$ cat config.mk
export PLATFORM = sky130hd
export DESIGN_NAME = memory_port_arbiter
export DESIGN_NICKNAME = d
export VERILOG_FILES = /design/src/rtl/memory_port_arbiter.sv
export SDC_FILE = /design/constraint.sdc
export NUM_CORES = 1
export LEC_CHECK = 0
export BUFFER_PORTS_ARGS = -buffer_cell sky130_fd_sc_hd__buf_2
export CAP_MARGIN = 20
export CORE_ASPECT_RATIO = 1.2
export CORE_MARGIN = 1.5
export CORE_UTILIZATION = 45
export DETAILED_ROUTE_END_ITERATION = 7
export PLACE_DENSITY = 0.89
export REMOVE_ABC_BUFFERS = 1
export SETUP_SLACK_MARGIN = 0.02
export SLEW_MARGIN = 20
export SYNTH_ARGS = -nofsm -noshare
export SYNTH_HDL_FRONTEND = slang
export SYNTH_SLANG_ARGS = --single-unit
$ cat constraint.sdc
create_clock -name clk -period 2.5 [get_ports clk]
set_input_delay 0 -clock clk [delete_from_list [all_inputs] [get_ports clk]]
set_output_delay 0 -clock clk [all_outputs]
set_load 0.1 [all_outputs]
$ cat src/rtl/memory_port_arbiter.sv
// Two-port (core / loader) arbiter in front of a shared single-port memory.
// Round-robin on ties, boot mode locks out the core, per-transaction timeout raises err.
module memory_port_arbiter #(
  parameter int TIMEOUT = 255,
  parameter int DATA_W  = 32
) (
  input  logic              clk,
  input  logic              rst,
  input  logic              boot,
  input  logic              c_req,
  input  logic              c_we,
  input  logic [31:0]       c_addr,
  input  logic [DATA_W-1:0] c_wdata,
  output logic              c_gnt,
  output logic              c_rvalid,
  output logic [DATA_W-1:0] c_rdata,
  input  logic              l_req,
  input  logic              l_we,
  input  logic [31:0]       l_addr,
  input  logic [DATA_W-1:0] l_wdata,
  output logic              l_gnt,
  output logic              l_rvalid,
  output logic [DATA_W-1:0] l_rdata,
  output logic              m_req,
  output logic              m_we,
  output logic [31:0]       m_addr,
  output logic [DATA_W-1:0] m_wdata,
  input  logic              m_ready,
  input  logic [DATA_W-1:0] m_rdata,
  output logic              err
);

  localparam int CNT_W = (TIMEOUT < 1) ? 1 : $clog2(TIMEOUT + 1);

  typedef enum logic [1:0] {IDLE, BUSY_C, BUSY_L, DONE} state_t;

  state_t              state, state_nx;
  logic                owner_l;
  logic                last_l;
  logic [CNT_W-1:0]    cnt;
  logic                lat_we;
  logic [31:0]         lat_addr;
  logic [DATA_W-1:0]   lat_wdata;
  logic                gnt_c_q, gnt_l_q, err_q;
  logic [DATA_W-1:0]   rdata_c_q, rdata_l_q;

  logic                c_elig, l_elig, pick_l, busy, timeout_hit;
  logic [DATA_W-1:0]   done_data;

  assign c_elig      = c_req & ~boot;
  assign l_elig      = l_req;
  // Loader wins when it is alone, or on a tie when the core was granted last.
  assign pick_l      = l_elig & (~c_elig | ~last_l);
  assign busy        = (state == BUSY_C) || (state == BUSY_L);
  assign timeout_hit = (cnt == CNT_W'(TIMEOUT)) && !m_ready;
  assign done_data   = (m_ready && !lat_we) ? m_rdata : '0;

  always_comb begin
    state_nx = state;
    unique case (state)
      IDLE:           if (c_elig || l_elig) state_nx = pick_l ? BUSY_L : BUSY_C;
      BUSY_C, BUSY_L: if (m_ready || timeout_hit) state_nx = DONE;
      DONE:           state_nx = IDLE;
      default:        state_nx = IDLE;
    endcase
  end

  always_ff @(posedge clk) begin
    if (rst) begin
      state     <= IDLE;
      owner_l   <= 1'b0;
      last_l    <= 1'b1;
      cnt       <= '0;
      lat_we    <= 1'b0;
      lat_addr  <= '0;
      lat_wdata <= '0;
      gnt_c_q   <= 1'b0;
      gnt_l_q   <= 1'b0;
      err_q     <= 1'b0;
      rdata_c_q <= '0;
      rdata_l_q <= '0;
    end else begin
      state   <= state_nx;
      gnt_c_q <= (state == IDLE) && (state_nx == BUSY_C);
      gnt_l_q <= (state == IDLE) && (state_nx == BUSY_L);
      err_q   <= busy && timeout_hit;
      if ((state == IDLE) && (state_nx != IDLE)) begin
        lat_we    <= pick_l ? l_we    : c_we;
        lat_addr  <= pick_l ? l_addr  : c_addr;
        lat_wdata <= pick_l ? l_wdata : c_wdata;
        owner_l   <= pick_l;
        last_l    <= pick_l;
        cnt       <= '0;
      end else if (busy && !m_ready && !timeout_hit) begin
        cnt <= cnt + CNT_W'(1);
      end
      // Only the owner's read-data register moves; the other port keeps its last value.
      if (busy && (state_nx == DONE)) begin
        if (owner_l) rdata_l_q <= done_data;
        else         rdata_c_q <= done_data;
      end
    end
  end

  assign m_req    = busy;
  assign m_we     = lat_we;
  assign m_addr   = lat_addr;
  assign m_wdata  = lat_wdata;
  assign c_gnt    = gnt_c_q;
  assign l_gnt    = gnt_l_q;
  assign c_rvalid = (state == DONE) && !owner_l;
  assign l_rvalid = (state == DONE) && owner_l;
  assign c_rdata  = rdata_c_q;
  assign l_rdata  = rdata_l_q;
  assign err      = err_q;

endmodule
* After elaboration in Yosys (flattened, before gate mapping)
Index checks and enable logic that the tools add are counted.
** Storage, ports and cells
- Logic and storage cells :: 59
- Flip-flop bits (word level) :: 144
- Input bits :: 168
** Cells by class
- Muxes and demuxes :: 8
- Equality and inequality tests :: 7
- Reductions and logical operators :: 24
- Add/subtract/negate cells :: 1
- Bitwise operators :: 7
** Operator list (count)
- $mux W32 :: 3
- $logic_and A1 B1 Y1 :: 11
- $add A8 B1 Y8 const B :: 1
- $eq A2 B2 Y1 const B :: 4
- $eq A8 B8 Y1 const B :: 1
- $mux W2 :: 3
- $pmux W2 S3 :: 1
- $eq A2 B1 Y1 const B :: 2
- $logic_not A1 Y1 :: 4
- $not A1 Y1 :: 4
- $reduce_and A2 Y1 :: 2
- $reduce_or A2 Y1 :: 2
- $logic_or A1 B1 Y1 :: 3
- $and A1 B1 Y1 :: 2
- $logic_not A2 Y1 :: 1
- $reduce_bool A2 Y1 :: 1
- $mux W1 :: 1
- $or A1 B1 Y1 :: 1

* Logic depth before layout (Yosys ltp)
Gate-level depths: netlist of run 1.
- Word-level depth :: 11
- Mapped depth :: 10

* Worst setup path after synthesis of run 1
OpenSTA, ideal clock, no wires.
- Path kind :: flip-flop to flip-flop
- From :: reg state[1]
- To :: reg cnt[7]
- Arrival time :: 2.275 ns
- Buffers on the path :: 0
- Cell stages (with the launch flop) :: 8
- Clock period less this slack :: 2.400 ns
- Setup slack :: 0.100 ns
- Path through :: dfxtp_1 inv_1 ha_1 and4b_1 and3_1 nor3b_1 xnor2_1 nor2_1
** Between the ends
- Elaborated cells between the ends (all ways) :: 14
- Those cells by class :: eq/ne (3); mux (3); reduce/logical (8)
** RTL lines
- start, declared :: line 37 : state_t state, state_nx;
- start signal, assigned :: line 83 : state <= state_nx;
- $eq A2 B1 Y1 or $eq A2 B2 Y1 (tied branches) :: line 54 : assign busy = (state == BUSY_C) || (state == BUSY_L);
- $logic_or A1 B1 Y1 * :: line 54
- net m_req :: line 24 : output logic m_req,
- $logic_and A1 B1 Y1 * (2 in a row) :: line 94 : end else if (busy && !m_ready && !timeout_hit) begin
- end signal, assigned :: line 95 : cnt <= cnt + CNT_W'(1);
- end, declared :: line 40 : logic [CNT_W-1:0] cnt;
The timed path passes the listed nets; every way through them passes the cells marked *.
A chain may end at the register's enable or synchronous reset.

* Worst setup path after layout of run 1
- From :: reg last_l
- To :: reg lat_wdata[1] (netlist: m_wdata[1])
** Between the ends
- Longest elaborated chain between the ends :: 8
- Elaborated cells between the ends (all ways) :: 9
- Those cells by class :: mux (4); bitwise (3); reduce/logical (2)
** Ends and longest elaborated chain
- start, declared :: line 39 : logic last_l;
- start signal, assigned :: line 92 : last_l <= pick_l;
- $not A1 Y1 * :: line 53 : assign pick_l = l_elig & (~c_elig | ~last_l);
- $or A1 B1 Y1 * :: line 53
- $and A1 B1 Y1 * :: line 53
- $mux W2 (2 in a row) :: line 61 : IDLE: if (c_elig || l_elig) state_nx = pick_l ? BUSY_L : BUSY_C;
- $pmux W2 S3 :: line 60 : unique case (state)
- $reduce_bool A2 Y1 :: line 87 : if ((state == IDLE) && (state_nx != IDLE)) begin
- $logic_and A1 B1 Y1 :: line 87
- end signal, assigned :: line 90 : lat_wdata <= pick_l ? l_wdata : c_wdata;
- end, declared :: line 43 : logic [DATA_W-1:0] lat_wdata;
Mark *: on every way between the ends. The rest lies on a longest branch, timed or not.

==> impl_results.md, run 1 <==
* Peak Freq at between 0.4 and 0.5 GHz
* CTS Buf Count at 17
* Vias in the first global route at 7,257
* Gr usage total at 32.8%
* Worst setup path start: last_l
* Max Clock Skew at about 0.011 ns
* I/O pin count at 303
* Internal Power at 5.44 mW
* Slew @ Worst Pin at 0.548 ns
* Count of final max-slew check failures at 0
* Layout cells sized above 1 at 31.0%
* Switching share of power at 47.4%
* Hold crit path type: primary input to register
* Worst-path clk slew at 0.07 ns
* Worst IR Drop VDD at 0.000797 V
* Synth Register Bits at 144
* Top_reg_cell synth: dfxtp_1
* Final GP Congestion at 0.833
* Gr busiest metal: met2
* Final ANT Viol Nets at 0
* Layout Nets at 1,304
* WHS at 0.0710 ns
* Share of the synthesized area in the top cell type at between 40% and 50%
* Sink Count at between 100 and 150
* R2R Path Start: last_l
* Routed vias/inst at 5.61
* Drt wl/cell at 19.0 µm
* Antenna violations before repair at 0
* Number of remaining DRC errors at 0
* Die Width at around 110 µm
* GRT Residual Overflow at 0
* Worst path arrival time at 2.69 ns
* First-pass GRT wire length at 36.6 mm
* P_leak at 4.90 nW
* Max-Cap Viols at 0
* RSZ-0062 raised after global routing: false
* Worst skew pair latency at around 0.42 ns
* Ys async rst share at 0%
* Root buf cell: clkbuf_16
* Final period util at 93.5%
* Power Total at 10.3 mW
* Mapped Area at approximately 6000 µm²
* Combinational share of power at 47.1%
* Min-delay src: l_req
* Via count at 7,377
* PortBufs at approximately 300
* Dpl hpwl at 12.5 mm
* Distinct cells, synth at 41
* EDFF count, synth at 0
* Cell taking the most area after synthesis: dfxtp_1
* P&R area growth vs syn at 62.5%
* Critical Path RT at 2.86 ns
* Sequential area share after synthesis at 46.8%
* Initial Util at 46.4%
* CP endpoint kind: register
* Hold path cells at 4
* Syn. warnings at 0
* Die height at 131 µm
* Place WS at 0.326 ns
* Core area at between 10,000 and 15,000 µm²
* Critical Path Start Type: register
* Antenna Cells at 0
* Clock Power Share at 25.4%
* Final setup violation count at 0
* CTS tree: yes
* Worst r2r path cells at 6
* Total routed wirelength at 25.0 mm
* NetSw at 4.90 mW
* Crit path max fanout at 39
* M1 GR Usage at between 30% and 40%
* Die area at about 14,000 µm²
* Hold Fails Final Rpt at 0
* Syn Area/Cell at 8.89 µm²
* H-tree levels at 4
* DRT iter0 DRCs at roughly 650
* Cell count after synthesis at 693
* Pre-Repair DR Iteration Count at 7
* Max_slew headroom at 63.1%
* Seq pwr share at 27.5%
* Largest net degree at the start of global routing at roughly 130
* Outcome: finished, final reports clean
* Min Tclk post-route at 2.34 ns
* Final worst slack at ~0.16 ns
* PwrDens at 1030 nW/µm²
* Core Rows at 46
* Crit path kind: register to register
* Clock Path Buffers at 2
* Grt met3 use at approximately a tenth
* Met2 usage at between 50 and 60%
* Top cells by area, synth: dfxtp_1 47%, mux2i_1 11%, nand2_1 10%
==> cells by family after synthesis <==
family          count (synthesis)  synth area share (%)
mux                            65                  10.6
fa+ha+maj                       3                 0.609
flops                         144                  46.8
xor+xnor                        5                 0.711
simple gates                  339                  25.2
buf+inv                        59                  5.34
compound gates                 78                  10.8
==> state kept, by name, summed over array words and instances (netlist names), 2 cells and up <==
register  count
c_rdata      32
cnt           8
l_rdata      32
m_addr       32
m_wdata      32
state         2
==> worst max-delay path, cell delays in order, from the launching register on <==
cell	delay [ns]
dfxtp_1	0.33
and3b_1	0.18
nand2b_4	0.21
buf_4	0.39
nand2_1	0.12
a311oi_1	0.42
dlygate4sd3_1	0.62
==> repair_timing <==
item                                    4_1_cts  5_1_grt
hold buffers                                163        0
endpoints found under the setup margin        0       63
setup buffers                                 0        0
hold endpoints to repair                    131        0
gates resized for setup                       0        3
==> per-layer routing <==
layer  share of wire, %  up-vias  wire, µm
met5                  0        -         0
met3                 10      144      2620
li1                   -     3245         -
met2                 48      604     11900
met4                6.9        0      1720
met1                 35     3384      8740
==> stage by stage <==
stage | area, µm² | setup TNS (ns) | instances | utilization (%)
2_1_floorplan | 5850 | -127.37 | 638 | -
3_3_place_gp | 7700 | 0 | 1117 | 57.9
3_5_place_dp | 7700 | 0 | 1117 | 57.9
4_1_cts | 9950 | 0 | 1312 | 74.8
5_1_grt | 10000 | 0 | 1314 | 75.3
6_report | 10000 | 0 | 1314 | 75.3
==> power by group through the flow <==
| stage | Clock [mW] | Sequential [mW] | Combinational, mW |
|---|---|---|---|
| CTS | 2.64 | 2.79 | 4.51 |
| detailed placement | 0 | 2.85 | 4.01 |
| floorplan | 0 | 5.10 | 1.00 |
| global placement | 0 | 2.83 | 3.98 |
| global route | 2.75 | 2.87 | 5.00 |
| finish | 2.63 | 2.85 | 4.87 |
==> Yosys cell counts (2+ instances only) <==
cell type / number
nor2b_1: 3
o31ai_1: 2
o21ai_0: 2
and4b_1: 2
dfxtp_1: 144
buf_12: 3
nand2b_1: 66
nor2_1: 80
buf_1: 5
ha_1: 3
a21oi_1: 2
clkbuf_1: 28
a311oi_1: 65
nor3_1: 4
mux2i_1: 65
nand2_1: 167
nor3b_1: 2
buf_2: 13
xnor2_1: 3
xor2_1: 2
buf_6: 5
inv_1: 4
nand3_1: 5
==> worst paths after layout <==
check	to	slack, ns
min	c_gnt	0.07
max	m_wdata[1]	0.16
min reg2reg	l_rdata[11]	0.47
max reg2reg	m_wdata[1]	0.16
==> cell type report <==
cell class / instances / area [µm²]
Clock buffer: 20 / 467
Clock inverter: 12 / 145
Fill cell: 775 / 3280
Inverter: 4 / 15.0
Multi-Input combinational cell: 490 / 2970
Sequential cell: 144 / 2880
Tap cell: 168 / 210
Timing Repair Buffer: 476 / 3320
==> cell usage in the layout (no fill, tap or decap), types with 2 or more instances in the layout <==
master,n
ha_1,2
nor2b_1,3
buf_4,6
and4b_1,2
bufinv_16,2
o31ai_1,2
clkinvlp_4,2
o21ai_0,2
dlygate4sd3_1,163
inv_1,3
buf_12,3
xnor2_1,3
a21oi_1,2
nand2b_1,66
inv_6,5
clkbuf_8,3
clkbuf_16,19
nor2_1,80
nor3_1,4
a311oi_1,65
buf_2,301
mux2i_1,65
xor2_1,2
nand2_1,167
nand3_1,5
dfxtp_1,144
clkinv_4,3
(Power assumes the default switching activity.)
==> inputs of run 2 (changes only) <==
--- a/config.mk
+++ b/config.mk
@@ -5,13 +5,14 @@
 export SDC_FILE = /design/constraint.sdc
 export NUM_CORES = 1
 export LEC_CHECK = 0
+export ABC_AREA = 1
 export BUFFER_PORTS_ARGS = -buffer_cell sky130_fd_sc_hd__buf_2
 export CAP_MARGIN = 20
 export CORE_ASPECT_RATIO = 1.2
 export CORE_MARGIN = 1.5
 export CORE_UTILIZATION = 45
 export DETAILED_ROUTE_END_ITERATION = 7
-export PLACE_DENSITY = 0.89
+export PLACE_DENSITY = 0.87
 export REMOVE_ABC_BUFFERS = 1
 export SETUP_SLACK_MARGIN = 0.02
 export SLEW_MARGIN = 20
==> run 2 against run 1 <==
- clock skew fell by 0.0025 ns
- sequential power fell by 3%
- count of clock-buffer cells in the layout is 1 lower
- utilization decreased by 3.0 points
- synthesized cell count grew 50%
- register-to-register slack better by 0.03 ns
- via count increased by 21%
- maximum frequency up 1.1%
- global-route usage hardly changed
==> impl_results.md, run 2 <==
* Final core utilization at 72.3% (-3.0 points)
* Dpl hpwl at 14.0 mm (+12%)
* Worst IR Drop VDD at 0.000500 V (-37%)
* Cell chain of the critical path: nand3_1, nand2_2, clkbuf_8, nand2_1, nand2_1, dlygate4sd3_1, nand3_1, a21oi_1
* Sequential area share after synthesis at 42.8% (-3.9 points)
* Crit path max fanout at 61 (+56%)
* Buf+Inv Stages, Crit Path at 2 (unchanged)
* DRT iter0 DRCs at 962 (+47%)
* Syn Area/Cell at 6.48 µm² (-27%)
* Cell taking the most area after synthesis: dfxtp_1
* Final ANT Viol Nets at 0 (unchanged)
* Die height at 137 µm (+4.4%)
* Area after DPL at 8270 µm² (+7.4%)
* CP max stage delay at 0.57 ns (-0.05 ns)
* R2R Path Start: last_l
* Initial Util at 46.5% (+0.13 points)
* FILL cells at 970 (+25%)
* Total routed wirelength at 27.0 mm (+8.2%)
* Min-delay src: c_req
* Die Width at 115 µm (+4.4%)
* Gr usage total at 32.9% (about the same)
* Die area at 15,700 µm² (+8.9%)
* Outcome: finished, final reports clean
* Hold crit path type: primary input to register
* Synth top cells by count: 396 x nand2_1, 144 x dfxtp_1, 116 x nand3_1, 108 x a21oi_1, 108 x nor2_1
* PwrDens at 909 nW/µm² (-12%)
* P&R area growth vs syn at 55.5%
* PortBufs at 302 (unchanged)
* Hold Path End: c_gnt
* Distinct cells, synth at 23 (-44%)
* P_leak at 5.54 nW (+13%)
* Setup bufs post-CTS at 0 (unchanged)
* Most common cell after layout, fill and taps aside: nand2_1
* Max Clock Skew at 0.00883 ns (-0.00248 ns)
* Synth Register Bits at 144 (unchanged)
* Antenna violations before repair at 0 (unchanged)
* Root buf cell: clkbuf_16
* Final setup violation count at 0 (unchanged)
* Hold Fails Final Rpt at 0 (unchanged)
* Core area at 14,500 µm² (+8.9%)
* Worst skew pair latency at 0.42 ns (about the same)
* Hold path cells at 5 (+1)
* Count of final max-slew check failures at 0 (unchanged)
* Largest net degree at the start of global routing at 71 (-46%)
* Multi-input gate area at 3200 µm² (+7.5%)
* Power Total at 9.51 mW (-8.0%)
* Crit. path cell count at 8 (+2)
* Most repeated cell in the gate-level netlist after synthesis: nand2_1
* Final period util at 92.4% (-1.0 points)
* Pre-Repair DR Iteration Count at 7 (unchanged)
* Placed Instances at 1,484 (+33%)
* Cell count after synthesis at 1,038 (+50%)
* Vias in the first global route at 8,409 (+16%)
* Delay-heaviest family, CP: buffers and inverters
* Reg2reg end: m_addr[9]
* Via count at 8,954 (+21%)
* Worst r2r path cells at 8 (+2)
* R2r setup slk at 0.19 ns (+0.03 ns)
* Drt wl/cell at 16.1 µm (-15%)
* Clock Path Buffers at 2 (unchanged)
* CTS Buf Count at 17 (unchanged)
* FF+latch area at 2880 µm² (unchanged)
* Share of the synthesized area in the top cell type at 42.8% (-3.9 points)
* WHS at 0.130 ns (+0.0594 ns)
* Final instance area at 10,500 µm² (+4.5%)
* Min Tclk post-route at 2.31 ns (-0.0258 ns)
* GRT Residual Overflow at 0 (unchanged)
* Top_reg_cell synth: dfxtp_1
* Crit path max-delay cell type: dlygate4sd3_1
* Mapped Area at 6730 µm² (+9.2%)
* CP endpoint kind: register
* CTS tree: yes
* Sink Count at 144 (unchanged)
* Routed vias/inst at 5.33 (-5.0%)
* First-pass GRT wire length at 40.4 mm (+10%)
* Fin cells at 1,679 (+28%)
* Peak Freq at 0.433 GHz (+1.1%)
* Syn. warnings at 0 (unchanged)
* RSZ-0062 raised after global routing: true
* Antenna Cells at 0 (unchanged)
* Layout Nets at 1,637 (+26%)
* Final GP Congestion at 0.823 (-1.1%)
* Crit path kind: register to register
* Top cells by area, synth: dfxtp_1 43%, nand2_1 22%, nand3_1 8.6%
* EDFF count, synth at 0 (unchanged)
* Worst path arrival time at 2.66 ns (-0.03 ns)
* Critical Path Start Type: register
* Core Rows at 48 (+4.3%)
* Worst-path clk slew at 0.06 ns (about the same)
* Number of remaining DRC errors at 0 (unchanged)
* I/O pin count at 303 (unchanged)
* Ys async rst share at 0% (unchanged)
* H-tree levels at 4 (unchanged)
* Slew @ Worst Pin at 0.780 ns (+0.232 ns)
* Critical Path RT at 2.84 ns (-0.02 ns)
* Layout cells sized above 1 at 24.9% (-6.1 points)
* Max-Cap Viols at 0 (unchanged)
* Most frequent cells in the layout: 395 x nand2_1, 302 x buf_2, 163 x dlygate4sd3_1
* Max_slew headroom at 48.0% (-15 points)
==> run 2: changes by cell type in the layout (fill, tap and decap cells not counted), moves of 65 or more <==
cell | before | now
nand2_1 | 167 | 395
nand3_1 | 5 | 116
a21oi_1 | 2 | 108
nand2b_1 | 66 | 0
a311oi_1 | 65 | 0
mux2i_1 | 65 | 0
==> run 2: cell families after synthesis <==
logic type      Yosys count  share of synthesized area, %
xor+xnor                  4                         0.521
compound gates          110                          8.18
flops                   144                          42.8
fa+ha+maj                 3                         0.558
buf+inv                 143                          9.76
simple gates            634                          38.1
==> run 2: tightest hold or removal path, stage by stage <==
cell and delay [ns]:
buf_2 0.12, nand2_1 0.09, nand2_1 0.05, nand3_1 0.15, nor3_1 0.08
==> run 2: cell type report <==
| class | count | share of cell area [%] |
|---|---|---|
| timing repair buffer | 483 | 31.8 |
| inverter | 69 | 2.50 |
| multi-input combinational | 751 | 30.6 |
| tap | 200 | 2.39 |
| clock inverter | 13 | 1.11 |
| clock buffer | 19 | 4.14 |
| sequential | 144 | 27.6 |
==> run 2: power by group <==
group          switching (mW)  leakage [nW]  internal, mW
clock network            1.01         0.251          1.37
logic                    3.40          4.11         0.969
registers               0.178          1.17          2.59
total                    4.59          5.54          4.92
==> run 2: what timing repair did <==
item / CTS / global route
endpoints found under the setup margin: 0 / 51
hold buffers: 163 / 0
gates resized for setup: 0 / 4
hold endpoints to repair: 130 / 0
==> run 2: worst max-delay path by stage <==
stage                        to     start
floorplan                cnt[5]  state[0]
detailed placement  c_rdata[14]  state[1]
CTS                 m_wdata[31]    last_l
global placement    l_rdata[14]  state[1]
global route         m_addr[25]    last_l
finish                m_addr[9]    last_l
==> run 2: through the flow <==
stage          setup slack [ns]  setup TNS, ns
6_report                  0.189              0
5_1_grt                 0.00745              0
4_1_cts                   0.161              0
3_5_place_dp              0.428              0
3_3_place_gp              0.515              0
2_1_floorplan             -1.71        -173.76
==> run 2: per-layer routing <==
layer	track usage, %	up-vias	share of wire, %
met5	0	-	0.048
met4	21.6	2	5.8
met3	9.88	153	11
met2	56.5	682	48
met1	34.8	4021	36
li1	-	4096	-
